==> config.mk <==
export PLATFORM = sky130hd
export DESIGN_NAME = cmdmem_arbiter
export DESIGN_NICKNAME = d
export VERILOG_FILES = /design/src/rtl/cmdmem_arbiter.sv
export SDC_FILE = /design/constraint.sdc
export NUM_CORES = 1
export LEC_CHECK = 0
export CAP_MARGIN = 20
export CORE_MARGIN = 4
export CORE_UTILIZATION = 30
export CTS_BUF_LIST = sky130_fd_sc_hd__clkbuf_16
export DETAILED_ROUTE_END_ITERATION = 8
export SLEW_MARGIN = 30
export SYNTH_ARGS = -nofsm -noshare
export SYNTH_HDL_FRONTEND = slang
export SYNTH_SLANG_ARGS = --single-unit
export TNS_END_PERCENT = 30
==> constraint.sdc <==
create_clock -name clk_48 -period 2.5 [get_ports clk_48]
set_input_delay 0.75 -clock clk_48 [delete_from_list [all_inputs] [get_ports clk_48]]
set_output_delay 0.75 -clock clk_48 [all_outputs]
set_load 0.1 [all_outputs]
==> src/rtl/cmdmem_arbiter.sv <==
// Command-RAM arbiter: the slow-clock loader fills the RAM while the HERA core is held
// in reset, then the core fetches from the RAM once a handoff delay has elapsed.
module cmdmem_arbiter #(
  parameter int HANDOFF_CYCLES = 16
) (
  input  logic        clk_48,
  input  logic        rst_,
  input  logic        ld_wren,
  input  logic [9:0]  ld_addr,
  input  logic [15:0] ld_data,
  input  logic        ld_resout,
  input  logic        cpu_req,
  input  logic [9:0]  cpu_addr,
  output logic [15:0] cpu_rdata,
  output logic        cpu_valid,
  output logic        cpu_rst_,
  output logic [9:0]  mem_addr,
  output logic [15:0] mem_wdata,
  output logic        mem_wren,
  input  logic [15:0] mem_rdata,
  output logic [1:0]  state,
  output logic [10:0] wr_count
);
  localparam logic [1:0] IDLE    = 2'd0;
  localparam logic [1:0] LOAD    = 2'd1;
  localparam logic [1:0] HANDOFF = 2'd2;
  localparam logic [1:0] RUN     = 2'd3;

  localparam int          CW     = (HANDOFF_CYCLES > 1) ? $clog2(HANDOFF_CYCLES) : 1;
  localparam logic [CW-1:0] CNT_LOAD = CW'(HANDOFF_CYCLES - 1);
  localparam logic [10:0] WR_MAX = 11'd1024;
  localparam int          SYNC   = 3;

  // Two synchronizer flops plus one history flop for edge detection.
  logic [SYNC-1:0] wren_pipe_q, resout_pipe_q;
  logic [1:0]      prime_q;
  logic            armed_q;
  logic            wr_pulse, end_pulse;

  always_ff @(posedge clk_48 or negedge rst_) begin
    if (!rst_) begin
      wren_pipe_q   <= '0;
      resout_pipe_q <= '1;
      prime_q       <= '0;
      armed_q       <= 1'b0;
    end else begin
      wren_pipe_q   <= {wren_pipe_q[SYNC-2:0], ld_wren};
      resout_pipe_q <= {resout_pipe_q[SYNC-2:0], ld_resout};
      prime_q       <= {prime_q[0], 1'b1};
      // A write held across reset must not fire: arm only after a genuine low sample.
      if (prime_q[1] && !wren_pipe_q[1]) armed_q <= 1'b1;
    end
  end

  assign wr_pulse  = armed_q & wren_pipe_q[1] & ~wren_pipe_q[2];
  assign end_pulse = ~resout_pipe_q[1] & resout_pipe_q[2];

  logic [1:0]    state_q, state_d;
  logic [CW-1:0] cnt_q, cnt_d;
  logic [10:0]   wr_count_q, wr_count_d, wr_inc;
  logic          cpu_rst_q, cpu_valid_q, mem_wren_q;
  logic [9:0]    mem_addr_q;
  logic [15:0]   mem_wdata_q;

  assign wr_inc = (wr_count_q == WR_MAX) ? WR_MAX : wr_count_q + 11'd1;

  always_comb begin
    state_d    = state_q;
    cnt_d      = cnt_q;
    wr_count_d = wr_count_q;
    case (state_q)
      IDLE: begin
        if (wr_pulse) begin
          state_d    = LOAD;
          wr_count_d = 11'd1;
        end else if (end_pulse) begin
          state_d    = HANDOFF;
          wr_count_d = '0;
          cnt_d      = CNT_LOAD;
        end
      end
      LOAD: begin
        if (wr_pulse) begin
          wr_count_d = wr_inc;
        end else if (end_pulse) begin
          state_d = HANDOFF;
          cnt_d   = CNT_LOAD;
        end
      end
      HANDOFF: begin
        if (wr_pulse) begin
          state_d    = LOAD;
          wr_count_d = wr_inc;
        end else if (cnt_q == '0) begin
          state_d = RUN;
        end else begin
          cnt_d = cnt_q - CW'(1);
        end
      end
      default: begin
        if (wr_pulse) begin
          state_d    = LOAD;
          wr_count_d = 11'd1;
        end
      end
    endcase
  end

  always_ff @(posedge clk_48 or negedge rst_) begin
    if (!rst_) begin
      state_q     <= IDLE;
      cnt_q       <= '0;
      wr_count_q  <= '0;
      cpu_rst_q   <= 1'b0;
      cpu_valid_q <= 1'b0;
      mem_wren_q  <= 1'b0;
      mem_addr_q  <= '0;
      mem_wdata_q <= '0;
    end else begin
      state_q     <= state_d;
      cnt_q       <= cnt_d;
      wr_count_q  <= wr_count_d;
      cpu_rst_q   <= (state_d == RUN);
      // A loader write in RUN pre-empts the fetch issued in the same cycle.
      cpu_valid_q <= (state_q == RUN) & cpu_req & ~wr_pulse;
      mem_wren_q  <= wr_pulse;
      if (wr_pulse) begin
        mem_addr_q  <= ld_addr;
        mem_wdata_q <= ld_data;
      end
    end
  end

  assign mem_addr  = (state_q == RUN && cpu_req) ? cpu_addr : mem_addr_q;
  assign mem_wdata = mem_wdata_q;
  assign mem_wren  = mem_wren_q;
  assign cpu_rdata = mem_rdata;
  assign cpu_valid = cpu_valid_q;
  assign cpu_rst_  = cpu_rst_q;
  assign state     = state_q;
  assign wr_count  = wr_count_q;
endmodule

---- Word level (Yosys, flattened, before mapping) ----
Index checks and enable logic that the tools add are counted.
word-level totals
  output and inout port bits .............. 58
  input bits .............................. 57
  logic and storage cells ................. 63
  register bits ........................... 55
operators by class
  multiplexer cells ....................... 19
  eq/ne operators ......................... 10
  reduce and logical (&&, ||, !) cells .... 12
  add/sub/neg operators ................... 2
  bitwise gates (word level) .............. 8
operators by type and width
  kind                     count
  $mux W11                 5
  $pmux W11 S2             1
  $mux W4                  4
  $mux W2                  6
  $add A11 B1 Y11 const B  1
  $eq A11 B11 Y1 const B   1
  $mux W10                 1
  $pmux W4 S2              1
  $eq A2 B2 Y1 const B     3
  $ne A2 B2 Y1 const B     3
  $pmux W2 S3              1
  $reduce_bool A2 Y1       3
  $and A1 B1 Y1            5
  $reduce_and A5 Y1        1
  $logic_not A4 Y1         1
  $ne A2 B1 Y1 const B     2
  $reduce_or A2 Y1         2
  $sub A4 B1 Y4 const B    1
  $not A1 Y1               3
  $reduce_and A3 Y1        1
  $eq A2 B1 Y1 const B     1
  $logic_and A1 B1 Y1      2
  $logic_not A2 Y1         1
  $logic_not A1 Y1         1

---- Longest topological paths before layout ----
  word-level depth ........................ 6
  gate-level depth with buffers ........... 7
  mapped depth without buffers ............ 6

---- Worst setup path before layout ----
No wires, ideal clock.
  kind .................................... register to output
  from .................................... reg state_q[0], in the netlist state[0]
  to ...................................... out mem_addr[0]
  cell stages (with the launch flop) ...... 5
  arrival time ............................ 2478 ps
  data required time ...................... 1750 ps
  path buffers ............................ 1
  slack ................................... -728 ps
  cell sequence ........................... dfrtp_1 > ha_1 > nand2_1 > clkbuf_1 > mux2_1
between the ends
  longest elaborated chain between the ends .. 3
RTL lines
  element                 RTL line  RTL
  start, declared         58        logic [1:0] state_q, state_d;
  start signal, assigned  120       state_q <= state_d;
  $eq A2 B2 Y1            134       assign mem_addr = (state_q == RUN && cpu_req) ? cpu_addr : mem_addr_q;
  $logic_and A1 B1 Y1     134
  $mux W10                134
  end, declared           17        output logic [9:0] mem_addr,
Every way passes these cells.

---- Final worst setup path ----
  from .................................... reg state_q[1], in the netlist state[1]
  to ...................................... out mem_addr[4]
Same word-level chain as after synthesis.

==> metrics.txt <==
status=completed; DR pass1 iterations=4; Syn Inst Count=about 280; aggregate negative setup slack=0 ps; Post-synth top flop=dfrtp_1; post-synth cell types=55; crit-path max cell delay=about 490 ps; critical path peak fanout=6; Power Total=between 3 and 4 mW; hold_ws=between 300 and 400 ps; arrival time worst endpoint=approximately 1700 ps; Fmax=407 MHz; period utilisation layout=0.983; Post-Syn Area=roughly 0.0027 mm^2; Worst Hold Class=reg -> reg; Util after Layout=0.441; crit start category=register; M1 GR Usage=0.161; critical path class=reg -> out; TritonCTS clock tree=done; maxcap violations=0; detailed placement HPWL=around 4600 um; grt met3 use=0.0496; RSZ-0062 raised after global routing=yes; Synth area leaders=dfrtp_1, nand2_1, buf_4; Final Critical Period=between 2000 and 2500 ps; clk sinks=between 50 and 60; Die Y=between 100 and 150 um; WP buf/inv=2; H-tree depth=2; Synth-to-Final Area Change=42.0%; critical-path cell list=ha_4 > nand2_4 > buf_12 > mux2_4 > buf_12; worst skew pair latency=roughly 290 ps; Net Count, Synth=between 300 and 400; initial antenna violation count=0; final setup fails=0; Async SR Flop Fraction=1.00; Bufs on Longest Clock Path=2; CTS buffer count=5; total number of vias=2151; die area=about 0.011 mm^2; Reg clk slew, reported paths=70 ps; routability cong.=0.750; GRT Util Overall=0.124; Synth top cells by count=nand2_1, dfrtp_1, buf_4; antenna viol nets, final=0; initial drt markers=88; EDFF count, synth=0; Final WS setup=between 40 and 50 ps; CP required=roughly 1800 ps; Antenna Cells=0; Worst path most repeated cell=buf_12; cell with the most instances after synthesis=nand2_1; Final nets=between 400 and 500; family with the most delay on the worst path=flip-flops; Core Box Area=0.00876 mm^2; Initial Util=0.311; die width=approximately 100 um; largest net degree at the start of global routing=between 50 and 60; crit end category=output port; PortBufs=82; Slew HR=0.600; first-pass GRT wire length=approximately 11000 um; Yosys top cell area share=0.478; VDD IR max=a little under 0.0004 V; proportion of layout cells with a drive suffix above 1=0.237; Fin. Hold Viols=0; PD cells=roughly 1000 mW/mm^2; io pins=roughly 120; Place WS=-210 ps; met2 usage=0.195; fill count=around 850; Final Max Slew Viols=0; Syn Area/Cell=between 9 and 10 um^2; hold_buf cts=0; Root Buffer=clkbuf_16; row count=34; leakage=roughly 1.9 nW; drt via density=~4.7; routed len/inst=13.9 um; flops & latches, synth=between 50 and 60; total wire length=between 6000 and 7000 um; grt ovf=0; grt peak-use layer=met2; Worst Tran Pin Value=596 ps; yosys warns=0; number of global-route vias before repair=2158; register area share after synthesis=0.507; drt drc=0; area leader, netlist=dfrtp_1; Fin Clk Skew=5.45 ps; CP max stage cell=dfrtp_4
==> worst reg2reg max path, stage by stage, from the launching register on <==
cell and delay (ps):
dfrtp_4 490, buf_4 160, inv_1 90, ha_1 270
and4bb_4 380, nor2_2 90, or4b_1 480, o21ai_1 80
==> cells in the final DEF (no fill, tap or decap), types with 2 or more instances in the layout <==
cell	Yosys	routed
a211oi_1	2	2
a21oi_1	5	5
a31oi_1	4	4
and2_1	2	2
and3_1	4	4
and4_1	2	2
buf_12	0	12
buf_4	16	37
clkbuf_16	0	5
clkdlybuf4s50_1	0	38
dfrtp_1	52	50
dfrtp_4	0	2
dfstp_2	3	3
ha_1	8	7
inv_1	11	11
mux2_4	0	10
nand2_1	82	81
nand2b_1	2	2
nand4_1	2	2
nand4bb_1	2	2
nor2_1	13	13
nor3_1	2	2
nor4_1	2	2
nor4b_2	2	2
o2111ai_1	2	2
o211ai_1	2	2
o21ai_1	4	4
or3_1	2	2
xnor2_1	2	2
xor2_1	5	5
==> power by group <==
group	total (mW)	switching, mW	internal, mW
registers	1.13	0.106	1.03
logic	1.99	1.35	0.638
clock network	0.778	0.310	0.468
==> timing repair <==
item / 4_1_cts / 5_1_grt
pin swaps: 1 / 2
setup endpoints to repair: 10 / 8
gates resized for setup: 7 / 1
setup buffers: 1 / 1
cloned: 1 / 0
==> cell type report <==
type | count | area (um^2) | share of cell area
clock inverter | 3 | 38.8 | 0.0100
clock buffer | 5 | 125 | 0.0324
multi-input combinational | 185 | 1190 | 0.309
tap | 108 | 135 | 0.0349
inverter | 12 | 45.0 | 0.0116
timing repair buffer | 90 | 941 | 0.243
sequential | 55 | 1390 | 0.359
==> cells by family after synthesis <==
group                    Yosys count  share of synthesized area
AO/OA/AOI/OAI                     31                     0.0831
XOR/XNOR                           7                     0.0225
adder cells (fa/ha/maj)            8                     0.0367
buffers and inverters             36                     0.0758
flip-flops                        55                      0.507
multiplexers                      12                     0.0492
other                              1                    0.00138
AND/OR/NAND/NOR                  126                      0.225
==> path summary, 6_finish.rpt <==
| kind | slack, ps | from | endpoint | cells past startpoint |
|---|---|---|---|---|
| max | 40 | state[1]$_DFF_PN0_ | mem_addr[4] | 5 |
| max in group asynchronous | 1750 | rst_ | resout_pipe_q[1]$_DFF_PN1_ | 2 |
| max reg2reg | 400 | state[1]$_DFF_PN0_ | wr_count[5]$_DFFE_PN0P_ | 7 |
| min reg2reg | 360 | resout_pipe_q[0]$_DFF_PN1_ | resout_pipe_q[1]$_DFF_PN1_ | 0 |
| min | 360 | resout_pipe_q[0]$_DFF_PN1_ | resout_pipe_q[1]$_DFF_PN1_ | 0 |
| min in group asynchronous | 450 | rst_ | wr_count[7]$_DFFE_PN0P_ | 2 |
==> registers in the layout (all words and copies together), names as in the netlist <==
register / cells
wren_pipe_q: 3
mem_wdata: 16
armed_q: 1
cpu_rst_: 1
state: 2
mem_wren: 1
resout_pipe_q: 3
wr_count: 11
prime_q: 2
cpu_valid: 1
mem_addr_q: 10
cnt_q: 4
==> layer usage <==
layer | part of all wire | wire length (um) | vias up
met2 | 0.48 | 3060 | 60
met3 | 0.083 | 529 | 2
met5 | 0 | 0 | -
met4 | 0.0050 | 32 | 0
li1 | - | - | 1060
met1 | 0.43 | 2730 | 1029
==> metrics by stage <==
stage                     instances  instance area (um^2)
after floorplan                 276                  2770
after global placement          447                  3640
after detailed placement        447                  3640
after CTS                       457                  3860
after global routing            458                  3870
final                           458                  3870
(Power assumes the default switching activity.)
